===== src/rtl/lsu_pkg.sv =====
// lsu_pkg: shared types and constants for the load/store memory master.
//   size_t      - access size (byte, half, word)
//   state_t     - control FSM states
//   WORD_BYTES  - bytes per memory word
//   LANE_BITS   - byte-address bits that select a lane inside a word
//   decode_size - maps the 2-bit core size code to size_t (11 -> word)
package lsu_pkg;

    localparam int WORD_BYTES = 4;
    localparam int LANE_BITS  = $clog2(WORD_BYTES);

    typedef enum logic [1:0] {
        SZ_B = 2'd0,
        SZ_H = 2'd1,
        SZ_W = 2'd2
    } size_t;

    typedef enum logic [2:0] {
        IDLE,
        RD_REQ,
        RD_WAIT,
        MERGE_WR,
        WR,
        RESP
    } state_t;

    function automatic size_t decode_size(input logic [1:0] code);
        case (code)
            2'b00:   return SZ_B;
            2'b01:   return SZ_H;
            default: return SZ_W;
        endcase
    endfunction

endpackage


===== src/rtl/lsu_lane_align.sv =====
// lsu_lane_align: combinational lane handling for the load/store master.
// Little-endian lanes: byte lane n is bits [8n+7:8n]; a half uses lane 0
// or lane 2 (selected by lane[1] alone, so lane[0] is ignored for halves);
// a word ignores the lane entirely.
// Ports:
//   size        in  access size
//   lane        in  byte address bits [1:0]
//   is_unsigned in  zero-extend instead of sign-extend on loads
//   rdata       in  word read from memory
//   wdata       in  right-aligned store data
//   load_data   out extracted and extended load result
//   merged      out rdata with the target lane replaced by wdata
module lsu_lane_align
    import lsu_pkg::*;
(
    input  size_t       size,
    input  logic [1:0]  lane,
    input  logic        is_unsigned,
    input  logic [31:0] rdata,
    input  logic [31:0] wdata,
    output logic [31:0] load_data,
    output logic [31:0] merged
);

    logic [7:0]  byte_val;
    logic [15:0] half_val;

    always_comb begin
        byte_val  = rdata[{lane, 3'b000} +: 8];
        half_val  = lane[1] ? rdata[31:16] : rdata[15:0];
        load_data = rdata;
        merged    = wdata;
        case (size)
            SZ_B: begin
                load_data = {{24{~is_unsigned & byte_val[7]}}, byte_val};
                merged    = rdata;
                merged[{lane, 3'b000} +: 8] = wdata[7:0];
            end
            SZ_H: begin
                load_data = {{16{~is_unsigned & half_val[15]}}, half_val};
                merged    = rdata;
                if (lane[1]) merged[31:16] = wdata[15:0];
                else         merged[15:0]  = wdata[15:0];
            end
            default: begin
                load_data = rdata;
                merged    = wdata;
            end
        endcase
    end

endmodule


===== src/rtl/lsu_mem_master.sv =====
// lsu_mem_master: load/store initiator in front of a 1-based, word-indexed
// memory with a one-cycle synchronous read and no byte enables. Sub-word
// stores are done as read-modify-write.
// Optional feature macro: LSU_MISALIGN_TRAP_EN. When defined, misaligned
// halves/words complete with resp_err and no memory access; otherwise the
// low address bits are ignored (aligned down).
// Ports:
//   clk, rst                   clock, synchronous active-high reset
//   core_valid/core_ready      request handshake (accept = valid && ready)
//   core_addr/we/size/unsigned/wdata  access description
//   resp_valid/rdata/err       single-cycle completion, no backpressure
//   mem_request/write/address/write_data  memory command (address = index+1)
//   mem_sync_read_data         read data, valid the cycle after a read
module lsu_mem_master
    import lsu_pkg::*;
#(
    parameter int MEM_WORDS = 256,
    parameter int ADDR_W    = 32
) (
    input  logic              clk,
    input  logic              rst,
    input  logic              core_valid,
    output logic              core_ready,
    input  logic [ADDR_W-1:0] core_addr,
    input  logic              core_we,
    input  logic [1:0]        core_size,
    input  logic              core_unsigned,
    input  logic [31:0]       core_wdata,
    output logic              resp_valid,
    output logic [31:0]       resp_rdata,
    output logic              resp_err,
    output logic              mem_request,
    output logic              mem_write,
    output logic [ADDR_W-1:0] mem_address,
    output logic [31:0]       mem_write_data,
    input  logic [31:0]       mem_sync_read_data
);

    // Handshake: the core presents an access with core_valid and must hold
    // it until core_ready (high only in IDLE) is seen together with it;
    // that cycle is the accept cycle. Completion is a one-cycle resp_valid.

    state_t state, state_n;

    // Access fields captured on accept.
    size_t       size_q;
    logic [1:0]  lane_q;
    logic        we_q;
    logic        uns_q;
    logic [31:0] wdata_q;

    // Registered-output next values.
    logic              req_n, write_n, rvalid_n, err_n;
    logic [ADDR_W-1:0] addr_n;
    logic [31:0]       wdata_n, rdata_n;

    size_t             acc_size;
    logic [ADDR_W-1:0] word_off;
    logic              out_of_range;
    logic              reject;
    logic [31:0]       load_data, merged;

    assign acc_size     = decode_size(core_size);
    assign word_off     = core_addr >> LANE_BITS;
    assign out_of_range = word_off >= ADDR_W'(MEM_WORDS);

`ifdef LSU_MISALIGN_TRAP_EN
    logic misaligned;
    assign misaligned = ((acc_size == SZ_H) && core_addr[0]) ||
                        ((acc_size == SZ_W) && (core_addr[1:0] != 2'b00));
    assign reject     = out_of_range || misaligned;
`else
    assign reject     = out_of_range;
`endif

    assign core_ready = (state == IDLE);

    lsu_lane_align u_align (
        .size        (size_q),
        .lane        (lane_q),
        .is_unsigned (uns_q),
        .rdata       (mem_sync_read_data),
        .wdata       (wdata_q),
        .load_data   (load_data),
        .merged      (merged)
    );

    // Outputs are computed alongside the next state and registered, so each
    // output reflects the state being entered.
    always_comb begin
        state_n  = state;
        req_n    = 1'b0;
        write_n  = 1'b0;
        rvalid_n = 1'b0;
        err_n    = 1'b0;
        rdata_n  = 32'd0;
        addr_n   = mem_address;
        wdata_n  = mem_write_data;
        case (state)
            IDLE: begin
                if (core_valid) begin
                    if (reject) begin
                        state_n  = RESP;
                        rvalid_n = 1'b1;
                        err_n    = 1'b1;
                    end else begin
                        req_n  = 1'b1;
                        addr_n = word_off + ADDR_W'(1);
                        if (core_we && (acc_size == SZ_W)) begin
                            state_n = WR;
                            write_n = 1'b1;
                            wdata_n = core_wdata;
                        end else begin
                            // loads and sub-word stores both start with a read
                            state_n = RD_REQ;
                        end
                    end
                end
            end
            RD_REQ: state_n = RD_WAIT;
            RD_WAIT: begin
                if (we_q) begin
                    state_n = MERGE_WR;
                    req_n   = 1'b1;
                    write_n = 1'b1;
                    wdata_n = merged;
                end else begin
                    state_n  = RESP;
                    rvalid_n = 1'b1;
                    rdata_n  = load_data;
                end
            end
            MERGE_WR, WR: begin
                state_n  = RESP;
                rvalid_n = 1'b1;
            end
            RESP:    state_n = IDLE;
            default: state_n = IDLE;
        endcase
    end

    always_ff @(posedge clk) begin
        if (rst) begin
            state          <= IDLE;
            mem_request    <= 1'b0;
            mem_write      <= 1'b0;
            mem_address    <= '0;
            mem_write_data <= 32'd0;
            resp_valid     <= 1'b0;
            resp_rdata     <= 32'd0;
            resp_err       <= 1'b0;
            size_q         <= SZ_B;
            lane_q         <= 2'd0;
            we_q           <= 1'b0;
            uns_q          <= 1'b0;
            wdata_q        <= 32'd0;
        end else begin
            state          <= state_n;
            mem_request    <= req_n;
            mem_write      <= write_n;
            mem_address    <= addr_n;
            mem_write_data <= wdata_n;
            resp_valid     <= rvalid_n;
            resp_rdata     <= rdata_n;
            resp_err       <= err_n;
            if (state == IDLE && core_valid) begin
                size_q  <= acc_size;
                lane_q  <= core_addr[1:0];
                we_q    <= core_we;
                uns_q   <= core_unsigned;
                wdata_q <= core_wdata;
            end
        end
    end

endmodule


===== config.mk =====
export PLATFORM = sky130hd
export DESIGN_NAME = lsu_mem_master
export DESIGN_NICKNAME = d
export VERILOG_FILES = /design/src/rtl/lsu_pkg.sv /design/src/rtl/lsu_lane_align.sv /design/src/rtl/lsu_mem_master.sv
export SDC_FILE = /design/constraint.sdc
export NUM_CORES = 1
export LEC_CHECK = 0
export BUFFER_PORTS_ARGS = -buffer_cell sky130_fd_sc_hd__buf_2
export CAP_MARGIN = 25
export CORE_ASPECT_RATIO = 0.9
export CORE_MARGIN = 1.5
export CORE_UTILIZATION = 25
export CTS_BUF_LIST = sky130_fd_sc_hd__clkbuf_8
export CTS_CLUSTER_SIZE = 16
export DETAILED_ROUTE_END_ITERATION = 6
export SLEW_MARGIN = 20
export SYNTH_ARGS = -nofsm -noshare
export SYNTH_HDL_FRONTEND = slang
export SYNTH_SLANG_ARGS = --single-unit

===== constraint.sdc =====
create_clock -name clk -period 2.6 [get_ports clk]
set_clock_uncertainty 0.2 [all_clocks]
set_input_delay 0.26 -clock clk [delete_from_list [all_inputs] [get_ports clk]]
set_output_delay 0.26 -clock clk [all_outputs]
set_load 0.005 [all_outputs]

Word level (Yosys, flattened, before mapping)
Cells that the tools add are included.
Operators by class
  add/subtract/negate cells: 2
  multipliers: 0
  shifts and indexed selects: 3
  $lt $le $gt $ge: 1
  bitwise gates (word level): 6
  equality and inequality tests: 11
  muxes and demuxes: 29
  divide/modulo/power cells: 0
  reductions and logical operators: 11
Operators with widths (count)
  $pmux W32 S2: 3
  $mux W32: 4
  $mux W16: 3
  $bwmux W32: 1
  $shift A8 B7 Y32 const A: 1
  $shiftx A32 B6 Y8: 1
  $shiftx A8 B7 Y32: 1
  $add A30 B1 Y31 const B: 1
  $ge A30 B9 Y1 const B: 1
  $mux W3: 4
  $pmux W3 S4: 1
  $mux W1: 9
  $neg A5 Y7: 1
  $eq A3 B2 Y1 const B: 2
  $ne A2 B2 Y1 const B: 3
  $reduce_and A5 Y1: 1
  $eq A2 B1 Y1 const B: 2
  $logic_not A2 Y1: 2
  $not A1 Y1: 4
  $pmux W1 S2: 2
  $pmux W2 S2: 1
  $reduce_or A2 Y1: 2
  $eq A3 B1 Y1 const B: 1
  $eq A3 B3 Y1 const B: 1
  9 further kinds: 11
Storage, ports and cells
  bits in read-only memories: 0
  latch bits: 0
  input port bits: 103
  memories: 0
  memory bits (writable): 0
  flip-flop bits (word level): 141
  output and inout bits: 101

Logic depth before layout (Yosys ltp)
  depth in word-level cells: 8
  mapped depth: 9

Cells and area by module
From an unflattened synthesis, not the netlist that was laid out.
Unflattened totals
  cell total of the unflattened synthesis: 804
  area, all modules: 7216.9 µm²
By module, submodules not included
  lsu_mem_master: instances 1, seq. area each 2802.7 µm², area each 5504.0 µm², cells each 565
  lsu_lane_align: instances 1, seq. area each 0.0 µm², area each 1712.9 µm², cells each 239

Least setup slack after synthesis
OpenSTA, ideal clock, no wires.
  kind: register to register
  from: reg lane_q[1]
  to: reg mem_write_data[14]
  path buffers: 3
  period minus slack after synthesis: 2.738 ns
  arrival: 2.451 ns
  slack: -0.138 ns
  cell stages (with the launch flop): 10
  path through: dfxtp_1 buf_2 clkbuf_1 inv_1 ha_1 nor4b_1 clkbuf_1 and4_1 a2111oi_0 o31ai_1
On the way
  longest elaborated chain between the ends: 6
Ends and longest elaborated chain
  from (decl): line lsu_mem_master.sv:47  | logic [1:0] lane_q;
  from (signal assigned): line lsu_mem_master.sv:168  | lane_q <= core_addr[1:0];
  $neg A5 Y7: line lsu_lane_align.sv:37  | merged[{lane, 3'b000} +: 8] = wdata[7:0];
  $shiftx A8 B7 Y32 / $shift A8 B7 Y32 (equally long branches): line lsu_lane_align.sv:37
  $bwmux W32: line lsu_lane_align.sv:37
  $pmux W32 S2 *: line lsu_lane_align.sv:33  | case (size)
  $mux W32 *: line lsu_mem_master.sv:122  | if (we_q) begin
  $pmux W32 S2 *: line lsu_mem_master.sv:99  | case (state)
  to (signal assigned): line lsu_mem_master.sv:162  | mem_write_data <= wdata_n;
  to (decl): line lsu_mem_master.sv:35  | output logic [31:0] mem_write_data,
Every way passes the cells marked *; elsewhere a longest branch is shown, timed or not. The select of a mux whose other input is x is not followed.
A chain may end at the register's enable or synchronous reset.

Worst setup path in the final report
  from: reg state[1]
  to: reg size_q[0]
On the way
  longest elaborated chain between the ends: 2
Ends and longest elaborated chain
  from (decl): line lsu_mem_master.sv:43  | state_t state, state_n;
  from (signal assigned): line lsu_mem_master.sv:158  | state <= state_n;
  $logic_not A3 Y1: line lsu_mem_master.sv:166  | if (state == IDLE && core_valid) begin
  $logic_and A1 B1 Y1: line lsu_mem_master.sv:166
  to (signal assigned): line lsu_mem_master.sv:167  | size_q <= acc_size;
  to (decl): line lsu_mem_master.sv:46  | size_t size_q;
No other way between the ends.

==> impl_metrics.yaml <==
grt:
  overflow: 0
  grt_max_degree: 59
  antenna_found_initial: 0
  grt_pass1_wl_um: 38700
  track_usage: 0.182
  first_global_vias: 6752
die:
  core-area_um2: 26200
  start_util: 0.255
  ios: 204
  rows: 56
  die_w_um: 175
  die_h_um: 158
  die_area_um2: 27800
synthesis:
  postSynthAreaPerCell_um2: 8.63
  yosysWarnings: 0
  synthCells: 775
  synth_nets: 885
  synth-compound-area-share: 0.239
  synth_edf_count: 0
  synth_xor_area_frac: 0.00916
  ys_seq_area_frac: 0.419
  synth_seq_cells: 140
  synth_mux_area_frac: 0.0711
  synth_area_leaders: "dfxtp_1, nand2_1, a21oi_1, mux2_2, a221oi_1"
  synth-adder-area-share: 0.0131
  synth_top_family_by_area: "compound AO/OA/AOI/OAI gates"
  yosysTopAreaCell: "dfxtp_1"
  synth-simple-area-share: 0.188
  synth_ff_type: "dfxtp_1"
  synth_top_area_frac: 0.419
  netlist_area_um2: 6690
  synth_cell_types: 55
  async_flop_share: 0
cts:
  cts.sinks: 140
  path_clk_slew_ns: 0.08
  htreeDepth: 4
  cts_buffers: 17
  insertion_delay_ns: 0.46
  cts_tree: "built"
  clockBufferDepth: 2
  cts_resized: 0
  cts_root_buffer: "clkbuf_8"
sta:
  fmax_ghz: 0.405
  totalNegativeSetupSlack_ns: 0
  hold_violations: 0
  fin_crit_ns: 2.47
  worst_pin_slew_ns: 0.896
  slew_headroom: 0.398
  finalSetupViolCount: 0
  period_share: 0.950
  rsz0062_at_grt: "false"
  slew_viol_final: 0
routing:
  wl_per_cell_um: 18.2
  vias: 7095
  drtIter0Drc: 505
  drtPass1Iterations: 7
  antenna_left: 0
  wl_um: 25600
  drc: 0
  viasPerCell: 5.05
placed_design:
  gp_congestion: 0.878
  port_buffers: 202
  hpwl_um: 18500
critical_path:
  cp-end-kind: "flop"
  worstRegToRegCells: 5
  crit_family: "buffers and inverters"
  r2r_slack_ns: 0.13
  worst-endpoint-arrival_ns: 2.66
  crit_type: "flop to flop"
  startpoint_type: "flop"
  worstPathBufferInverterCount: 2
  cp.depth: 5
  max_stage_delay_ns: 0.59
  cp_max_fo: 58
  crit_required_ns: 2.79
  crit_chain: "nor4b_4 > buf_4 > nand3b_1 > dlygate4sd3_1 > a21oi_1"
  cpMaxStageDelayCell: "buf_4"
hold_path:
  hp-class: "primary input to flop"
  hold_depth: 4
power:
  p_total_mw: 5.25
  power_density_nw_per_um2: 556
  p_leak_nw: 4.01
  irDropWorstVdd_v: 0.000293
cells_and_area:
  seq_area_um2: 2800
  nNetsFinal: 1156
  insertedDiodeCount: 0
  layout_common_cells: "buf_2, dfxtp_1, nand2_1"
  layout_commonest_cell: "buf_2"
  drive_above_1_share: 0.309
  n_fill_cell: 2728
  synthToLayoutAreaGrowth_pct: 41.2
  multi_input_area_um2: 3490
run:
  maxCapViolations: 0
outcome:
  outcome: "completed"
## worst min-delay path: stages
cell     delay, ns
buf_2         0.12
nand2_1       0.09
o31ai_1       0.08
a21oi_1       0.11
## per-stage QoR
step / std cells / instance area (um^2) / setup WS, ns / utilization / hold slack, ns
finish: 1406 / 9450 / 0.130 / 0.361 / 0.0370
global route: 1406 / 9450 / 0.00725 / 0.361 / 0.0389
CTS: 1406 / 9450 / 0.153 / 0.361 / 0.0140
detailed placement: 1292 / 8160 / 0.213 / 0.311 / 0.239
global placement: 1292 / 8160 / 0.233 / 0.311 / 0.236
floorplan: 775 / 6700 / 0.0283 / - / 0.170
## Yosys cell counts (all sizes together), types with 9 or more instances
cell,count
o21ai,36
nor2b,11
mux2,28
clkbuf,60
inv,24
o31ai,17
nor4,13
nor3,9
buf,13
a31oi,22
nor2,19
mux2i,13
a31o,11
a2111oi,9
and4,9
o311ai,16
a221oi,28
and2,23
nand2,126
nand4,11
dfxtp,140
a21oi,65
## final cells by class
class	count	share of cell area
flip-flops and latches	140	0.297
clock buffers	18	0.0262
inverters	24	0.00953
multi-input cells	538	0.369
well taps	348	0.0461
repair buffers	325	0.229
clock inverters	13	0.0228
## final timing paths
kind	from	to
worst max-delay path	state[1]$_SDFFE_PP0P_	size_q[0]$_SDFFE_PP0P_
worst min-delay path	core_valid	mem_address[1]$_SDFFE_PP0P_
worst max register to register	state[1]$_SDFFE_PP0P_	size_q[0]$_SDFFE_PP0P_
worst min register to register	wdata_q[22]$_SDFFE_PP0P_	wdata_q[22]$_SDFFE_PP0P_
## routing by layer
layer / vias to the layer above / part of all wire / GRT usage
met2: 317 / 0.43 / 0.283
li1: 3396 / - / -
met5: - / 0 / 0
met1: 3352 / 0.47 / 0.245
met4: 0 / 0.013 / 0.0452
met3: 30 / 0.090 / 0.0567
## timing repair
item,4_1_cts,5_1_grt
endpoints found under the hold margin,97,0
buffers inserted,0,0
hold buffers,83,0
## flip-flops by register name (all words and copies together) (netlist names), 2 cells and up
register / count
resp_rdata: 32
wdata_q: 32
size_q: 2
mem_write_data: 32
state: 3
mem_address: 31
lane_q: 2
## logic make-up after synthesis
family	count (synthesis)
and+or+nand+nor	248
AOI/OAI and AO/OA	233
DFF	140
buffers and inverters	97
muxes	42
adders and majority gates	7
xor gates and xnor gates	7
other	1
## report_power, final
group | switching [mW] | total, mW | internal, mW
Sequential | 0.0689 | 2.27 | 2.20
Combinational | 0.526 | 0.909 | 0.383
Clock | 0.896 | 2.07 | 1.17
No activity file was read; power rests on OpenSTA's default activity.
